--- src/rtl/ghost_chase_ai.sv ---
// Autonomous ghost steering: periodically scores the four neighbouring tiles against
// a scatter corner or the player's tile and holds the winner on active-low w/a/s/d.
`ifndef WIDTH
`define WIDTH 640
`endif
`ifndef HEIGHT
`define HEIGHT 480
`endif
`ifndef TILE_SIZE
`define TILE_SIZE 20
`endif
`ifndef TILE_COL_NUM
`define TILE_COL_NUM 32
`endif
`ifndef TILE_ROW_NUM
`define TILE_ROW_NUM 24
`endif
`ifndef WIDTH_LOG2
`define WIDTH_LOG2 10
`endif
`ifndef DIR_UP
`define DIR_UP 2'd0
`endif
`ifndef DIR_DOWN
`define DIR_DOWN 2'd1
`endif
`ifndef DIR_LEFT
`define DIR_LEFT 2'd2
`endif
`ifndef DIR_RIGHT
`define DIR_RIGHT 2'd3
`endif

// state      | meaning
// S_IDLE     | waiting for decision-counter terminal count
// S_UP       | score up probe (target and ghost position latched on entry)
// S_LEFT     | score left probe
// S_DOWN     | score down probe
// S_RIGHT    | score right probe
// S_COMMIT   | drive winner (or dead-end reverse) onto request lines
module ghost_chase_ai #(
    parameter int DECIDE_PERIOD     = 20,
    parameter int PROBE             = 20,
    parameter int SCATTER_TX        = 0,
    parameter int SCATTER_TY        = 0,
    parameter int SCATTER_DECISIONS = 7,
    parameter int CHASE_DECISIONS   = 20,
    parameter int BOUNDARY_X0       = 0,
    parameter int BOUNDARY_X1       = 620,
    parameter int BOUNDARY_Y0       = 0,
    parameter int BOUNDARY_Y1       = 460
) (
    input  logic                                       clk,
    input  logic                                       reset,
    input  logic                                       enable,
    input  logic [`WIDTH_LOG2-1:0]                     x,
    input  logic [$clog2(`HEIGHT)-1:0]                 y,
    input  logic [`WIDTH_LOG2-1:0]                     player_x,
    input  logic [`WIDTH_LOG2-1:0]                     player_y,
    input  logic [`TILE_ROW_NUM*`TILE_COL_NUM-1:0]     tilemap_walls,
    output logic                                       w,
    output logic                                       a,
    output logic                                       s,
    output logic                                       d,
    output logic [1:0]                                 ghost_direction,
    output logic                                       chase_mode
);

    localparam int XW     = `WIDTH_LOG2;
    localparam int YW     = $clog2(`HEIGHT);
    localparam int PW     = XW + 2;
    localparam int TW     = 6;
    localparam int NT     = `TILE_ROW_NUM * `TILE_COL_NUM;
    localparam int IW     = $clog2(NT);
    localparam int CW     = $clog2(DECIDE_PERIOD);
    localparam int MC_MAX = (CHASE_DECISIONS > SCATTER_DECISIONS) ? CHASE_DECISIONS : SCATTER_DECISIONS;
    localparam int MW     = $clog2(MC_MAX + 1);

    localparam logic [2:0] S_IDLE   = 3'd0;
    localparam logic [2:0] S_UP     = 3'd1;
    localparam logic [2:0] S_LEFT   = 3'd2;
    localparam logic [2:0] S_DOWN   = 3'd3;
    localparam logic [2:0] S_RIGHT  = 3'd4;
    localparam logic [2:0] S_COMMIT = 3'd5;

    logic [2:0]    state_q, state_d;
    logic [CW-1:0] cnt_q, cnt_d;
    logic [XW-1:0] lx_q, lx_d;
    logic [YW-1:0] ly_q, ly_d;
    logic [TW-1:0] tx_q, tx_d, ty_q, ty_d;
    logic [6:0]    best_q, best_d;
    logic          found_q, found_d;
    logic [1:0]    best_dir_q, best_dir_d;
    logic [3:0]    raw_ok_q, raw_ok_d;
    logic [3:0]    req_q, req_d;
    logic [1:0]    dir_q, dir_d;
    logic          chase_q, chase_d;
    logic [MW-1:0] mode_cnt_q, mode_cnt_d;

    logic [1:0]    cand_dir, rev_dir;
    logic [PW-1:0] px, py;
    logic          under, in_b, wall, ok, elig;
    logic [TW-1:0] pcol, prow;
    logic [IW-1:0] widx;
    logic [6:0]    score;
    logic [MW-1:0] mode_inc;
    logic          tc;

    function automatic logic [TW-1:0] absdiff(input logic [TW-1:0] p, input logic [TW-1:0] q);
        return (p >= q) ? p - q : q - p;
    endfunction

    assign rev_dir = {dir_q[1], ~dir_q[0]};

    always_comb begin
        cand_dir = `DIR_UP;
        case (state_q)
            S_LEFT:  cand_dir = `DIR_LEFT;
            S_DOWN:  cand_dir = `DIR_DOWN;
            S_RIGHT: cand_dir = `DIR_RIGHT;
            default: cand_dir = `DIR_UP;
        endcase
    end

    // One shared probe datapath, steered by the state's candidate direction.
    always_comb begin
        px    = PW'(lx_q);
        py    = PW'(ly_q);
        under = 1'b0;
        case (cand_dir)
            `DIR_UP: begin
                under = PW'(ly_q) < PW'(PROBE);
                py    = PW'(ly_q) - PW'(PROBE);
            end
            `DIR_LEFT: begin
                under = PW'(lx_q) < PW'(PROBE);
                px    = PW'(lx_q) - PW'(PROBE);
            end
            `DIR_DOWN:  py = PW'(ly_q) + PW'(PROBE);
            default:    px = PW'(lx_q) + PW'(PROBE);
        endcase
        in_b  = (int'(px) >= BOUNDARY_X0) && (int'(px) <= BOUNDARY_X1) &&
                (int'(py) >= BOUNDARY_Y0) && (int'(py) <= BOUNDARY_Y1);
        pcol  = TW'(px / PW'(`TILE_SIZE));
        prow  = TW'(py / PW'(`TILE_SIZE));
        widx  = IW'(int'(prow) * (`WIDTH / `TILE_SIZE) + int'(pcol));
        wall  = in_b ? tilemap_walls[widx] : 1'b0;
        ok    = !under && in_b && !wall;
        elig  = ok && (cand_dir != rev_dir);
        score = 7'(absdiff(pcol, tx_q)) + 7'(absdiff(prow, ty_q));
    end

    always_comb begin
        state_d    = state_q;
        lx_d       = lx_q;
        ly_d       = ly_q;
        tx_d       = tx_q;
        ty_d       = ty_q;
        best_d     = best_q;
        found_d    = found_q;
        best_dir_d = best_dir_q;
        raw_ok_d   = raw_ok_q;
        req_d      = req_q;
        dir_d      = dir_q;
        chase_d    = chase_q;
        mode_cnt_d = mode_cnt_q;
        mode_inc   = mode_cnt_q + 1'b1;
        tc         = (cnt_q == CW'(DECIDE_PERIOD - 1));
        cnt_d      = tc ? '0 : cnt_q + 1'b1;

        if (!enable) begin
            state_d = S_IDLE;
            req_d   = 4'b1111;
        end else begin
            case (state_q)
                S_IDLE: begin
                    if (tc) begin
                        state_d  = S_UP;
                        lx_d     = x;
                        ly_d     = y;
                        found_d  = 1'b0;
                        best_d   = 7'h7f;
                        raw_ok_d = 4'b0000;
                        if (chase_q) begin
                            tx_d = TW'(player_x / XW'(`TILE_SIZE));
                            ty_d = TW'(player_y / XW'(`TILE_SIZE));
                        end else begin
                            tx_d = TW'(SCATTER_TX);
                            ty_d = TW'(SCATTER_TY);
                        end
                    end
                end
                S_UP, S_LEFT, S_DOWN, S_RIGHT: begin
                    raw_ok_d[cand_dir] = ok;
                    // Strictly-lower replacement gives the up > left > down > right tie order.
                    if (elig && (!found_q || score < best_q)) begin
                        found_d    = 1'b1;
                        best_d     = score;
                        best_dir_d = cand_dir;
                    end
                    state_d = state_q + 3'd1;
                end
                S_COMMIT: begin
                    state_d = S_IDLE;
                    if (found_q) begin
                        req_d = ~(4'b0001 << best_dir_q);
                        dir_d = best_dir_q;
                    end else if (raw_ok_q[rev_dir]) begin
                        req_d = ~(4'b0001 << rev_dir);
                        dir_d = rev_dir;
                    end else begin
                        req_d = 4'b1111;
                    end
                    if (mode_inc == (chase_q ? MW'(CHASE_DECISIONS) : MW'(SCATTER_DECISIONS))) begin
                        chase_d    = ~chase_q;
                        mode_cnt_d = '0;
                    end else begin
                        mode_cnt_d = mode_inc;
                    end
                end
                default: state_d = S_IDLE;
            endcase
        end
    end

    always_ff @(posedge clk) begin
        if (!reset) begin
            state_q    <= S_IDLE;
            cnt_q      <= '0;
            lx_q       <= '0;
            ly_q       <= '0;
            tx_q       <= '0;
            ty_q       <= '0;
            best_q     <= 7'h7f;
            found_q    <= 1'b0;
            best_dir_q <= `DIR_UP;
            raw_ok_q   <= 4'b0000;
            req_q      <= 4'b1111;
            dir_q      <= `DIR_LEFT;
            chase_q    <= 1'b0;
            mode_cnt_q <= '0;
        end else begin
            state_q    <= state_d;
            cnt_q      <= cnt_d;
            lx_q       <= lx_d;
            ly_q       <= ly_d;
            tx_q       <= tx_d;
            ty_q       <= ty_d;
            best_q     <= best_d;
            found_q    <= found_d;
            best_dir_q <= best_dir_d;
            raw_ok_q   <= raw_ok_d;
            req_q      <= req_d;
            dir_q      <= dir_d;
            chase_q    <= chase_d;
            mode_cnt_q <= mode_cnt_d;
        end
    end

    assign w               = req_q[`DIR_UP];
    assign a               = req_q[`DIR_LEFT];
    assign s               = req_q[`DIR_DOWN];
    assign d               = req_q[`DIR_RIGHT];
    assign ghost_direction = dir_q;
    assign chase_mode      = chase_q;

endmodule

--- config.mk ---
export PLATFORM = sky130hd
export DESIGN_NAME = ghost_chase_ai
export DESIGN_NICKNAME = d
export VERILOG_FILES = /design/src/rtl/ghost_chase_ai.sv
export SDC_FILE = /design/constraint.sdc
export NUM_CORES = 1
export LEC_CHECK = 0
export CORE_AREA = 2 2 322 324
export CTS_CLUSTER_SIZE = 20
export DETAILED_ROUTE_END_ITERATION = 10
export DIE_AREA = 0 0 324 326
export SLEW_MARGIN = 20
export SYNTH_ARGS = -nofsm -noshare
export SYNTH_HDL_FRONTEND = slang
export SYNTH_SLANG_ARGS = --single-unit
--- constraint.sdc ---
create_clock -name clk -period 7.75 [get_ports clk]
set_input_delay 0.775 -clock clk [delete_from_list [all_inputs] [get_ports clk]]
set_output_delay 0.775 -clock clk [all_outputs]
set_load 0.03 [all_outputs]
==> results.txt, run 1 <==
outcome -> finished, final reports clean
Initial Utilization -> 13.8%
crit path to -> best_q[5]
Ys Warns -> 0
peak supply drop -> 92.9 uV
CP peak stage delay -> 0.57 ns
cells on worst reg2reg path -> 31
Clk Latency, worst-skew pair -> 0.34 ns
initial antenna violation count -> 34
Main synth FF type -> dfxtp_1
final setup vio count -> 0
Critical Path End Type -> register
Critical Path AT -> 7.71 ns
layout cell share with drive strength beyond 1 -> 15.3%
Pwr Density -> 50.9 mW/mm^2
Nets -> 3,934
IO Port Bufs -> 814
asr flop ratio synth -> 0%
DR pass1 iterations -> 7
largest net degree at the start of global routing -> 69
R2R setup slack -> 0.23 ns
final instance area -> 0.0267 mm^2
# rows -> 118
most frequent cells in the layout -> clkdlybuf4s50_1 (814), nand2_1 (309), buf_4 (270)
CP max stage cell -> ha_1
area of the core -> 0.103 mm^2
DIE WIDTH -> 324 um
Die ar. -> 0.106 mm^2
Clock Skew -> 0.00644 ns
nature of the critical path startpoint -> register
count of cell types in the netlist -> 96
final setup TNS -> 0 ns
initial DRC count -> 1,766
CP Max Fanout -> 6
final period utilization -> 97.0%
DR vias -> 21,866
Synth area leaders -> mux2i_1 (9.3%), dfxtp_1 (9.2%), nand2_1 (8.3%), o21ai_0 (4.9%), a221oi_1 (4.8%)
commonest non-fill, non-tap cell in the layout -> clkdlybuf4s50_1
number of H-tree levels -> 3
first-pass GRT wire length -> 167 mm
gp weighted congestion -> 0.945
Avg WL per Cell -> 28.7 um
via density per instance -> 4.90
final WL -> 128 mm
Post-DP Area -> 0.0256 mm^2
clk buf depth -> 2
CTS root buffer -> clkbuf_16
Setup crit start -> state_q[0]
R2R Path End -> best_q[5]
Yosys reg bits -> 65
Mean Syn Cell Area -> 6.65 um^2
cts-stage hold buffer count -> 0
CTS buffer count -> 9
post-synthesis sequential area ratio -> 9.19%
required time of the critical path -> 7.95 ns
final slew viol count -> 0
die height -> 326 um
HP Class -> reg2reg
Final HPWL DP -> 107 mm
drt drc -> 0
Finished Layout Cells -> 4,466
worst r2r src -> state_q[0]
Post-synth EDFFs -> 0
unrepaired setup endpoints after global routing -> true
post-synth top area share -> 9.26%
syn nets -> 2,993
max_slew headroom -> 22.5%
vias in the first global route -> 21,340
Most common cell on crit path -> buf_4
MaxCap Viol Count -> 0
fmax -> 133 MHz
mapped cell area -> 0.0142 mm^2
CTS tree -> done
crit path time final -> 7.52 ns
Detail Route Antenna Nets -> 0
Synth Instances -> 2,129
critical path class -> reg2reg
GRT overflow -> 0
cell taking the most area after synthesis -> mux2i_1
total track usage -> 22.7%
synthesis-to-layout area growth -> 88.7%
I/O pin cnt -> 817
Final Hold Vio Count -> 0
Finished Core Util -> 26.0%
Worst-Margin Slew -> 1.16 ns
placed insts -> 4,424
Sink Count -> 65
P_leak -> 0.00954 uW
clk slew on worst S/H paths -> 0.06 ns
Yosys cell counts (13+ instances only):
library cell,instances
nand2_1,315
nor2_1,166
o21ai_0,140
a21oi_1,136
mux2i_1,131
nand3_1,131
clkbuf_1,96
a221oi_1,78
dfxtp_1,65
inv_1,60
buf_2,55
ha_1,49
o22ai_1,39
a31oi_1,38
a22oi_1,37
nor3_1,36
a211oi_1,32
xnor2_1,29
o211ai_1,27
a21o_1,25
and3_1,22
nand2b_1,20
o2111ai_1,20
xor2_1,20
o221ai_1,18
a221o_1,17
nand4_1,16
o21ai_1,16
nor4_1,14
o31ai_1,13
or3_1,13
registers in the layout (all words and copies together) (netlist names):
register         count
raw_ok_q             4
found_q              1
ly_q                 9
ty_q                 6
state_q              3
ghost_direction      2
chase_mode           1
best_dir_q           2
tx_q                 6
lx_q                10
mode_cnt_q           5
req_q                4
cnt_q                5
best_q               7
worst min-delay path by stage:
stage,start,end,slack (ns),depth (start not counted)
2_1_floorplan,cnt_q[0],cnt_q[0],0.42,1
3_3_place_gp,cnt_q[0],cnt_q[0],0.43,1
6_report,cnt_q[0],cnt_q[0],0.44,1
4_1_cts,cnt_q[0],cnt_q[0],0.44,1
3_5_place_dp,cnt_q[0],cnt_q[0],0.44,1
5_1_grt,lx_q[1],lx_q[1],0.48,2
critical path: cells and delay by family, from the launching register on:
kind | cells | cell delay [ns]
fa+ha+maj | 2 | 0.74
xor+xnor | 1 | 0.39
flops | 1 | 0.37
simple gates | 9 | 2.48
compound gates | 11 | 1.80
mux | 1 | 0.29
buf+inv | 7 | 1.27
routing by layer:
metal	routed length [um]	GRT usage (%)
met5	133	0
met1	53800	28.2
met2	61800	40.1
met3	8570	3.67
met4	3810	6.15
cell families after synthesis:
family	count (synthesis)	synth area share (%)
adder cells (fa/ha/maj)	57	5.25
XOR/XNOR	50	3.19
multiplexers	153	11.2
AND/OR/NAND/NOR	787	25.4
flip-flops	65	9.19
AO/OA/AOI/OAI	779	38.5
buffers and inverters	238	7.19
cell type report:
class	count	area, um^2
clock buffer	10	239
fill	11344	75900
inverter	64	250
multi-input combinational	1826	12600
antenna	12	30.0
sequential	65	1310
clock inverter	5	56.3
timing repair buffer	1104	10500
tap	1380	1730
report_power, final:
| group | internal [uW] | switching, uW |
|---|---|---|
| registers | 335 | 1.11 |
| logic | 419 | 190 |
| clock network | 255 | 162 |
| total | 1010 | 352 |
per-stage QoR:
step	hold slack, ns	worst slack [ns]	total power, uW
4_1_cts	0.443	0.0123	1370
6_report	0.442	0.233	1360
3_3_place_gp	0.434	-0.0550	944
2_1_floorplan	0.418	0.0111	454
5_1_grt	0.479	-0.0996	1410
3_5_place_dp	0.436	-0.238	948
what timing repair did:
action,in CTS,in global routing
resized for setup,25,124
endpoints found under the setup margin,10,14
buffers inserted,4,11
pin swaps,5,52
(Power assumes the default switching activity.)
==> inputs of run 2 (changes only) <==
Settings changed: CELL_PAD_IN_SITES_DETAIL_PLACEMENT from default to 0, CELL_PAD_IN_SITES_GLOBAL_PLACEMENT from default to 2, CORE_AREA 2 2 322 324 to 2 2 319 321, DIE_AREA 0 0 324 326 to 0 0 321 323, MAX_ROUTING_LAYER from default to met4, PLACE_DENSITY_LB_ADDON from default to 0.1, RECOVER_POWER from default to 100.
==> results.txt, run 2 (same netlist as run 1, synthesis figures left out) <==
total track usage -> 25.2%
peak supply drop -> 84.2 uV
HP Class -> reg2reg
crit path time final -> 7.48 ns
final instance area -> 0.0271 mm^2
Hold Path Depth -> 2
clk buf depth -> 2
clk slew on worst S/H paths -> 0.06 ns
IO Port Bufs -> 814
synthesis-to-layout area growth -> 91.6%
vias in the first global route -> 21,737
final period utilization -> 96.5%
area of the core -> 0.101 mm^2
flip-flop count of the largest register after layout -> 10
largest net degree at the start of global routing -> 111
Worst-Margin Slew -> 1.07 ns
CTS root buffer -> clkbuf_16
CP peak stage delay -> 0.56 ns
Die ar. -> 0.104 mm^2
Avg WL per Cell -> 30.4 um
GRT overflow -> 0
Critical Path AT -> 7.71 ns
R2R setup slack -> 0.27 ns
final slew viol count -> 0
Hold Crit Endpoint -> ly_q[1]
via density per instance -> 4.92
max_slew headroom -> 28.5%
# rows -> 117
critical path class -> reg2reg
Clk Latency, worst-skew pair -> 0.34 ns
Critical Path End Type -> register
startpoint of the worst hold path -> ly_q[1]
Post-DP Area -> 0.0257 mm^2
initial DRC count -> 1,547
Clock Skew -> 0.00938 ns
Pwr Density -> 51.9 mW/mm^2
MaxCap Viol Count -> 0
Detail Route Antenna Nets -> 0
final setup TNS -> 0 ns
gp weighted congestion -> 0.876
worst r2r src -> lx_q[8]
Sink Count -> 65
I/O pin cnt -> 817
P_leak -> 0.00977 uW
DR vias -> 21,910
required time of the critical path -> 7.99 ns
cts-stage hold buffer count -> 0
Most common cell on crit path -> buf_4
Finished Layout Cells -> 4,455
final setup vio count -> 0
Largest regs -> lx_q (10), ly_q (9), best_q (7)
Final Hold Vio Count -> 0
Final HPWL DP -> 113 mm
Top reg by flops -> lx_q
DR pass1 iterations -> 5
layout cell share with drive strength beyond 1 -> 16.9%
die height -> 323 um
commonest non-fill, non-tap cell in the layout -> clkdlybuf4s50_1
most frequent cells in the layout -> clkdlybuf4s50_1 (803), buf_4 (310), nand2_1 (309)
CP Max Fanout -> 8
fmax -> 134 MHz
CTS tree -> done
Nets -> 3,979
number of H-tree levels -> 3
placed insts -> 4,376
outcome -> finished, final reports clean
CTS buffer count -> 9
initial antenna violation count -> 29
nature of the critical path startpoint -> register
unrepaired setup endpoints after global routing -> true
CP max stage cell -> or4_4
first-pass GRT wire length -> 179 mm
final WL -> 135 mm
DIE WIDTH -> 321 um
drt drc -> 0
Initial Utilization -> 14.1%
R2R Path End -> best_dir_q[1]
cells on worst reg2reg path -> 38
-- run 2: timing repair --
action | 4_1_cts | 5_1_grt
setup endpoints to repair | 10 | 10
gates resized for setup | 58 | 116
pin swaps | 20 | 53
setup buffers | 16 | 22
hold endpoints to repair | 0 | 0
-- run 2: worst max-delay path: cells and delay by family (launching register included) --
kind,cells,cell delay [ns]
adders and majority gates,4,0.96
AOI/OAI and AO/OA,18,3.24
buffers and inverters,7,1.01
muxes,1,0.26
and+or+nand+nor,7,1.39
DFF,1,0.33
xor gates and xnor gates,1,0.14
-- run 2: cell type report --
class | count | area (um^2)
tap | 1309 | 1640
fill | 11075 | 73600
clock inverter | 5 | 86.3
timing repair buffer | 1149 | 10900
sequential | 65 | 1310
antenna | 26 | 65.1
multi-input combinational | 1826 | 12700
clock buffer | 11 | 253
inverter | 64 | 248
-- run 2: per-stage QoR --
stage | worst slack (ns) | total power, uW | hold slack [ns] | util (%)
6_report | 0.275 | 1410 | 0.455 | 26.9
5_1_grt | -0.146 | 1470 | 0.481 | 26.9
3_3_place_gp | -0.295 | 948 | 0.429 | 25.5
2_1_floorplan | 0.0111 | 454 | 0.418 | -
3_5_place_dp | -0.415 | 951 | 0.450 | 25.5
4_1_cts | 0.0260 | 1430 | 0.458 | 26.2
-- run 2: worst max path at each step --
stage | end | cells past startpoint | startpoint
finish | best_dir_q[1] | 38 | lx_q[8]
global route | best_q[5] | 46 | state_q[0]
CTS | best_dir_q[0] | 45 | state_q[0]
detailed placement | best_dir_q[0] | 43 | state_q[0]
global placement | best_dir_q[0] | 43 | state_q[0]
floorplan | best_q[2] | 41 | state_q[0]
-- run 2: routing by layer --
metal,track usage [%],wire [um],vias up
met4,4.02,2190,0
met2,42.6,65900,773
met3,5.24,8160,72
met1,31.2,59000,10904
li1,-,-,10161
met5,-,0,-
-- run 2: report_power, final --
| part | switching [uW] | leakage [uW] | internal [uW] |
|---|---|---|---|
| registers | 1.08 | 0.000528 | 335 |
| clock network | 160 | 0.000166 | 301 |
| logic | 192 | 0.00908 | 419 |
| total | 353 | 0.00977 | 1060 |
